===== src/rtl/pfc_pkg.sv =====
`default_nettype none
// ============================================================================
// Module      : pfc_pkg
// Description : Shared constants and types for the vectored program-flow
//               controller.
// Revision    : 1.0 - initial release
// ============================================================================
package pfc_pkg;

    localparam int c_RESET_ADDR = 'h0000;
    localparam int c_VEC_BASE   = 'h0004;
    localparam int c_VEC_STRIDE = 2;

    // Where the next PC comes from on a non-stalled edge
    typedef enum logic [1:0] {
        PFC_SEQ = 2'd0,
        PFC_BR  = 2'd1,
        PFC_VEC = 2'd2,
        PFC_RET = 2'd3
    } pfc_src_e;

endpackage : pfc_pkg
`default_nettype wire


===== src/rtl/pfc_prio_enc.sv =====
`default_nettype none
// ============================================================================
// Module      : pfc_prio_enc
// Description : Priority encoder, lowest set index wins; returns valid, the
//               binary index and the matching one-hot vector.
// Revision    : 1.0 - initial release
// ============================================================================
module pfc_prio_enc #(
    parameter  int N   = 4,
    localparam int IDW = (N > 1) ? $clog2(N) : 1
) (
    input  logic [N-1:0]   i_req,
    output logic           o_valid,
    output logic [IDW-1:0] o_id,
    output logic [N-1:0]   o_onehot
);

    always_comb begin
        o_valid  = 1'b0;
        o_id     = '0;
        o_onehot = '0;
        // Scan high to low so the lowest set index is the last one written
        for (int i = N - 1; i >= 0; i--) begin
            if (i_req[i]) begin
                o_valid     = 1'b1;
                o_id        = IDW'(i);
                o_onehot    = '0;
                o_onehot[i] = 1'b1;
            end
        end
    end

endmodule : pfc_prio_enc
`default_nettype wire


===== src/rtl/pfc_vec.sv =====
`default_nettype none
// ============================================================================
// Module      : pfc_vec
// Description : Program-flow controller with PC, conditional branch, and
//               vectored priority interrupts with return-from-interrupt.
// Revision    : 1.0 - initial release
// ============================================================================
module pfc_vec
    import pfc_pkg::*;
#(
    parameter  int              XLEN       = 16,
    parameter  int              N_INTR     = 4,
    parameter  logic [XLEN-1:0] RESET_ADDR = XLEN'(c_RESET_ADDR),
    parameter  logic [XLEN-1:0] VEC_BASE   = XLEN'(c_VEC_BASE),
    parameter  int              VEC_STRIDE = c_VEC_STRIDE,
    localparam int              IDW        = (N_INTR > 1) ? $clog2(N_INTR) : 1
) (
    input  logic              clk_pc,
    input  logic              rst,
    input  logic              stall,
    input  logic [XLEN-1:0]   cond,
    input  logic [XLEN-1:0]   alu,
    input  logic              pfc_ctrl,
    input  logic              reti,
    input  logic              ie_wr,
    input  logic              ie_wdata,
    input  logic [N_INTR-1:0] intr_req,
    output logic [XLEN-1:0]   pc,
    output logic [XLEN-1:0]   pc_inc,
    output logic [XLEN-1:0]   intr_ra,
    output logic              intr_ie,
    output logic              intr_active,
    output logic [IDW-1:0]    intr_id,
    output logic [N_INTR-1:0] intr_ack,
    output logic [N_INTR-1:0] intr_pend
);

    logic [XLEN-1:0]   r_pc;
    logic [XLEN-1:0]   r_ra;
    logic              r_ie;
    logic              r_active;
    logic [IDW-1:0]    r_id;
    logic [N_INTR-1:0] r_pend;
    logic [N_INTR-1:0] r_req_q;

    logic              w_enc_valid;
    logic [IDW-1:0]    w_enc_id;
    logic [N_INTR-1:0] w_enc_oh;
    logic              w_br_taken;
    logic              w_can_take;
    logic              w_take;
    logic [XLEN-1:0]   w_pc_inc;
    logic [XLEN-1:0]   w_next_pc;
    logic [XLEN-1:0]   w_vec;
    logic [N_INTR-1:0] w_ack;
    logic [N_INTR-1:0] w_rise;
    pfc_src_e          w_src;

    logic [XLEN-1:0]   w_pc_d;
    logic [XLEN-1:0]   w_ra_d;
    logic              w_ie_d;
    logic              w_act_d;
    logic [IDW-1:0]    w_id_d;

    pfc_prio_enc #(
        .N (N_INTR)
    ) u_prio_enc (
        .i_req    (r_pend),
        .o_valid  (w_enc_valid),
        .o_id     (w_enc_id),
        .o_onehot (w_enc_oh)
    );

    assign w_pc_inc   = r_pc + XLEN'(1);
    assign w_br_taken = pfc_ctrl && (cond == '0);
    assign w_next_pc  = w_br_taken ? alu : w_pc_inc;
    assign w_vec      = VEC_BASE + XLEN'(w_enc_id) * XLEN'(VEC_STRIDE);
    assign w_can_take = r_ie && !r_active && w_enc_valid;

    always_comb begin
        w_src = PFC_SEQ;
        if (reti) begin
            w_src = PFC_RET;
        end else if (w_can_take) begin
            w_src = PFC_VEC;
        end else if (w_br_taken) begin
            w_src = PFC_BR;
        end
    end

    assign w_take = !stall && (w_src == PFC_VEC);
    assign w_ack  = w_take ? w_enc_oh : '0;
    assign w_rise = intr_req & ~r_req_q;

    always_comb begin
        w_pc_d  = w_next_pc;
        w_ra_d  = r_ra;
        w_ie_d  = r_ie;
        w_act_d = r_active;
        w_id_d  = r_id;
        case (w_src)
            PFC_RET: begin
                w_pc_d  = r_ra;
                w_ie_d  = 1'b1;
                w_act_d = 1'b0;
            end
            PFC_VEC: begin
                w_pc_d  = w_vec;
                w_ra_d  = w_next_pc;
                w_id_d  = w_enc_id;
                w_ie_d  = 1'b0;
                w_act_d = 1'b1;
            end
            default: begin
                if (ie_wr) begin
                    w_ie_d = ie_wdata;
                end
            end
        endcase
    end

    // Edge capture runs through stalls; a new edge outranks the ack clear
    always_ff @(posedge clk_pc or posedge rst) begin
        if (rst) begin
            r_pc     <= RESET_ADDR;
            r_ra     <= '0;
            r_ie     <= 1'b0;
            r_active <= 1'b0;
            r_id     <= '0;
            r_pend   <= '0;
            r_req_q  <= '0;
        end else begin
            r_req_q <= intr_req;
            r_pend  <= (r_pend & ~w_ack) | w_rise;
            if (!stall) begin
                r_pc     <= w_pc_d;
                r_ra     <= w_ra_d;
                r_ie     <= w_ie_d;
                r_active <= w_act_d;
                r_id     <= w_id_d;
            end
        end
    end

    assign pc          = r_pc;
    assign pc_inc      = w_pc_inc;
    assign intr_ra     = r_ra;
    assign intr_ie     = r_ie;
    assign intr_active = r_active;
    assign intr_id     = r_id;
    assign intr_pend   = r_pend;
    assign intr_ack    = rst ? '0 : w_ack;

endmodule : pfc_vec
`default_nettype wire

===== config.mk =====
export PLATFORM = sky130hd
export DESIGN_NAME = pfc_vec
export DESIGN_NICKNAME = d
export VERILOG_FILES = /design/src/rtl/pfc_pkg.sv /design/src/rtl/pfc_prio_enc.sv /design/src/rtl/pfc_vec.sv
export SDC_FILE = /design/constraint.sdc
export NUM_CORES = 1
export LEC_CHECK = 0
export CAP_MARGIN = 10
export CORE_MARGIN = 2
export CORE_UTILIZATION = 43
export DETAILED_ROUTE_END_ITERATION = 12
export GPL_ROUTABILITY_DRIVEN = 1
export PLACE_DENSITY = 0.87
export SLEW_MARGIN = 10
export SYNTH_ARGS = -nofsm -noshare
export SYNTH_HDL_FRONTEND = slang
export SYNTH_HIERARCHICAL = 1
export SYNTH_SLANG_ARGS = --single-unit

===== constraint.sdc =====
create_clock -name clk_pc -period 1.9 [get_ports clk_pc]
set_input_delay 0.19 -clock clk_pc [delete_from_list [all_inputs] [get_ports clk_pc]]
set_output_delay 0.19 -clock clk_pc [all_outputs]
set_load 0.01 [all_outputs]

Word level (Yosys, flattened, before mapping). Cells that the tools add are included. Widths: inputs -> output; s select.

Output and inout bits: 60. Word-level logic and storage cells: 51. Flip-flop bits (word level): 44.

$add $sub $neg: 2. Eq/ne operators: 2. Reductions and logical operators: 12. Bitwise operators: 6. Mux-type cells: 22.

Operator list (number): $pmux 16 s2 (1); $mux 4 (6); $add 16x1->16 const B (1); $logic_not 16->1 (1); $mux 16 (1); $mux 2 (6); $and 4x4->4 (2); $not 4->4 (2); $mux 1 (6); $reduce_and 2->1 (3); $add 3x3->4 const A (1); $eq 2x2->1 const B (2); $logic_and 1x1->1 (4); $or 4x4->4 (1); $pmux 1 s2 (2); $reduce_bool 3->1 (1); $logic_not 1->1 (2); $reduce_bool 2->1 (1); $not 1->1 (1).

Longest topological paths before layout.
Depth in word-level cells: 13. Depth in mapped cells: 9.

By module. Netlist, hierarchy kept.

Modules (own cells, without submodules): pfc_vec (instances 1, area each 2448.6 um^2, cells an instance 259); pfc_prio_enc (instances 1, area each 61.3 um^2, cells an instance 11).

Worst setup path after synthesis. No wires, ideal clock.

Path kind: register to output. Start: reg r_pend[0] (netlist: intr_pend[0]). End: out intr_ack[0]. Arrival time: 1620 ps. Required time: 1710 ps. Cell stages (with the launch flop): 7. Setup slack: 90 ps. Path through: dfrtp_1 nor2_1 nand2_1 nand3b_1 nor3_1 clkbuf_1 and3_1.

Word-level cells in the longest chain between the ends: 8.

RTL lines: start, declared (RTL line pfc_vec.sv:43) `logic [N_INTR-1:0] r_pend;`; start signal, assigned (RTL line pfc_vec.sv:134) `r_pend <= (r_pend & ~w_ack) | w_rise;`; $mux 1 (RTL line pfc_prio_enc.sv:24) `if (i_req[i]) begin`; named net w_enc_valid (RTL line pfc_vec.sv:46) `logic w_enc_valid;`; $logic_and 1x1->1 (RTL line pfc_vec.sv:78) `assign w_can_take = r_ie && !r_active && w_enc_valid;`; $mux 2 (RTL line pfc_vec.sv:84) `end else if (w_can_take) begin`; $mux 2 (RTL line pfc_vec.sv:82) `if (reti) begin`; $eq 2x2->1 (RTL line pfc_vec.sv:91) `assign w_take = !stall && (w_src == PFC_VEC);`; $logic_and 1x1->1 (RTL line pfc_vec.sv:91); $mux 4 (RTL line pfc_vec.sv:92) `assign w_ack = w_take ? w_enc_oh : '0;`; $mux 4 (RTL line pfc_vec.sv:152) `assign intr_ack = rst ? '0 : w_ack;`; end, declared (RTL line pfc_vec.sv:34) `output logic [N_INTR-1:0] intr_ack,`.

The timed path passes the listed nets, and every way through them passes these cells.

Worst setup path in the final report.
Start: reg r_pc[0] (netlist: pc[0]). End: out pc_inc[8].

Word-level cells in the longest chain between the ends: 1.

RTL lines: start, declared (RTL line pfc_vec.sv:38) `logic [XLEN-1:0] r_pc;`; start signal, assigned (RTL line pfc_vec.sv:136) `r_pc <= w_pc_d;`; $add 16x1->16 (RTL line pfc_vec.sv:74) `assign w_pc_inc = r_pc + XLEN'(1);`; end, declared (RTL line pfc_vec.sv:29) `output logic [XLEN-1:0] pc_inc,`.

No other way between the ends.

==> flow_summary.json <==
{
  "fmax_mhz": 504,
  "powerDensity_nw_per_um2": 866,
  "yosys_register_bits": 44,
  "rr_worst_depth": 8,
  "postLayoutCellArea_um2": 4370,
  "grt_pass1_wl_um": 15000,
  "antennaDiodeCount": 0,
  "drt_drc_violations_left": 0,
  "die-area_um2": 6460,
  "die_h_um": 80.4,
  "drtAntennaViolNets": 0,
  "synth_edf_count": 0,
  "worstSetupPathType": "reg -> out",
  "worstPathArrival_ns": 1.79,
  "clock_skew_ns": 0.00419,
  "clk_pin_slew_ns": 0.09,
  "whs_ns": 0.269,
  "layout_setup_ws_ns": -0.0836,
  "dp_hpwl_um": 6360,
  "grt_pass1_vias": 3028,
  "cts_tree": "yes",
  "tightest_slew_ns": 0.570,
  "ff2ff_setup_slack_ns": 0,
  "hold_buffers": 0,
  "area_growth_pct": 73.9,
  "place_inst": 476,
  "slew_headroom_pct": 61.9,
  "placed_cell_area_um2": 3920,
  "ys_warn_count": 6,
  "ios": 103,
  "r2r-end": "pc[8]",
  "hp-class": "in -> async",
  "drv_cap": 0,
  "worstSkewPairLatency_ns": 0.31,
  "hold_viol_final": 0,
  "drt_iter0_drc": 376,
  "dp_slack_ns": -0.296,
  "max-vdd-ir-drop_uv": 568,
  "rsz0062_at_grt": "true",
  "drt-total-wl_um": 10400,
  "grt_max_degree": 31,
  "die_x_um": 80.4,
  "cp.required_ns": 1.71,
  "syn_area_um2": 2510,
  "syn-num-nets": 314,
  "fin_util_pct": 78.3,
  "syn_avg_cell_area_um2": 9.30,
  "syn-instance-count": 270,
  "firstDrtPassIters": 5,
  "p_leak_uw": 0.00201,
  "finalNonFillerCells": 510,
  "fin_crit_sh_pct": 104,
  "finalSetupViolations": 8,
  "synth_flop_cell": "dfrtp_1",
  "critPathLaunchType": "flop",
  "r2r_start": "pc[0]",
  "yosysSeqAreaShare_pct": 43.9,
  "cts_buffer_depth": 2,
  "htreeDepth": 2,
  "routabilityCongestion": 0.945,
  "layout-drive-gt1-share_pct": 32.0,
  "rows": 27,
  "period_minus_slack_ns": 1.98,
  "start_util_pct": 45.0,
  "violations": "negative setup slack",
  "finalMaxSlewViolations": 0,
  "via_count": 3029,
  "core_area_um2": 5570,
  "ys_types": 44,
  "port_buffers": 102,
  "clock-sinks": 44,
  "grt_util_all_layers_pct": 30.3,
  "via_per_inst": 5.94,
  "numCtsBuffers": 5,
  "nNetsFinal": 481,
  "path_max_fanout": 5,
  "async_flop_share_pct": 100,
  "antenna_found_initial": 0,
  "wl_per_cell_um": 20.4,
  "root_buffer": "clkbuf_8",
  "status": "finished, violations left",
  "overflow": 0,
  "crit_path_end_kind": "primary output"
}
[area by class of cell]
| type | instances | area [um2] |
|---|---|---|
| Sequential cell | 44 | 1100 |
| Timing Repair Buffer | 174 | 1540 |
| Fill cell | 323 | 1210 |
| Clock buffer | 5 | 68.8 |
| Inverter | 13 | 48.8 |
| Multi-Input combinational cell | 199 | 1470 |
| Tap cell | 72 | 90.1 |
| Clock inverter | 3 | 46.3 |
[cell families after synthesis]
family | after synthesis | share of synthesized area, %
buffers and inverters | 27 | 4.64
AO/OA/AOI/OAI | 69 | 16.6
adder cells (fa/ha/maj) | 1 | 0.498
AND/OR/NAND/NOR | 106 | 25.7
XOR/XNOR | 14 | 5.18
multiplexers | 9 | 3.59
flip-flops | 44 | 43.9
[state kept, by name, indices dropped and copies added, names as in the netlist]
name	count
intr_active	1
intr_id	2
intr_ie	1
intr_pend	4
intr_ra	16
pc	16
r_req_q	4
[critical path: stages (launching register included)]
cell	delay, ns
dfrtp_1	0.44
ha_4	0.19
nand3_4	0.17
nor3_2	0.24
xor2_1	0.25
clkbuf_2	0.20
[cells in the final DEF, fill, tap and decap left out, drive strengths merged]
cell and instances:
nor2b 5, dfrtp 44, mux2i 9, a22oi 8, or4 5, or3 4, and3b 1, o31ai 1
a31oi 3, a32oi 1, xnor2 4, o21ai 29, a22o 1, xor2 10, a21oi 12, o21bai 1
clkinvlp 1, clkbuf 12, nor4b 1, nand3b 3, ha 1, and3 4, nand3 7, nand2 42
a221oi 1, nand4 3, dlygate4sd2 1, and2 1, nor3 7, nand2b 1, o211ai 12, inv 14
clkdlybuf4s50 84, bufinv 1, nor2 15, buf 82, or2 2, nor4 5
[power breakdown]
group	total [uW]	internal, uW	switching [uW]	leakage [uW]
Sequential	1330	1120	205	0.000550
Combinational	1700	921	783	0.00140
Clock	752	396	356	0.0000548
[how the worst max path moves through the flow]
stage	from	endpoint	slack (ns)	cells after the start
after CTS	pc[0]	pc_inc[12]	-0.16	5
after global routing	intr_pend[0]	intr_ack[3]	-0.13	8
after floorplan	intr_pend[0]	intr_ack[0]	0.09	6
after detailed placement	cond[1]	pc[9]	-0.30	6
after global placement	pc[0]	pc_inc[14]	-0.21	5
final	pc[0]	pc_inc[8]	-0.08	5
[per-stage QoR]
stage	power (uW)	TNS, ns
floorplan	1860	0
global placement	2770	-4.58
detailed placement	2830	-7.20
CTS	3620	-0.441
global route	3950	-1.21
finish	3780	-0.222
[routing by layer]
layer  global-route usage [%]  up-vias  wire [um]
li1                         -     1285          -
met1                     37.2     1476       3940
met2                     51.4      211       5230
met3                     5.17       57        759
met4                     14.4        0        458
met5                        0        -          0
[synth_stat cells, types with 2 or more instances]
master	count	area, um2
xnor2_1	4	35.0
nand3_1	5	25.0
o21ai_1	20	100
nor2b_1	5	31.3
clkbuf_1	11	41.3
nor3_1	7	35.0
a31oi_1	3	18.8
mux2i_1	9	90.1
and3_1	4	25.0
nor4_2	2	25.0
dfrtp_1	44	1100
nand3b_1	3	22.5
buf_4	2	15.0
nor2_1	14	52.6
inv_1	13	48.8
o211ai_1	12	90.1
a21oi_1	12	60.1
xor2_1	9	78.8
or4_1	5	37.5
nand2_1	42	158
nor4_4	3	63.8
a22oi_1	8	60.1
or3_1	4	25.0
o21ai_0	9	45.0
[what timing repair did]
item / CTS / global route
gates cloned: 0 / 0
resized for setup: 62 / 45
pin swaps: 8 / 22
setup endpoints to repair: 18 / 41
setup buffers: 13 / 15
Power figures use the tool's default switching activity.
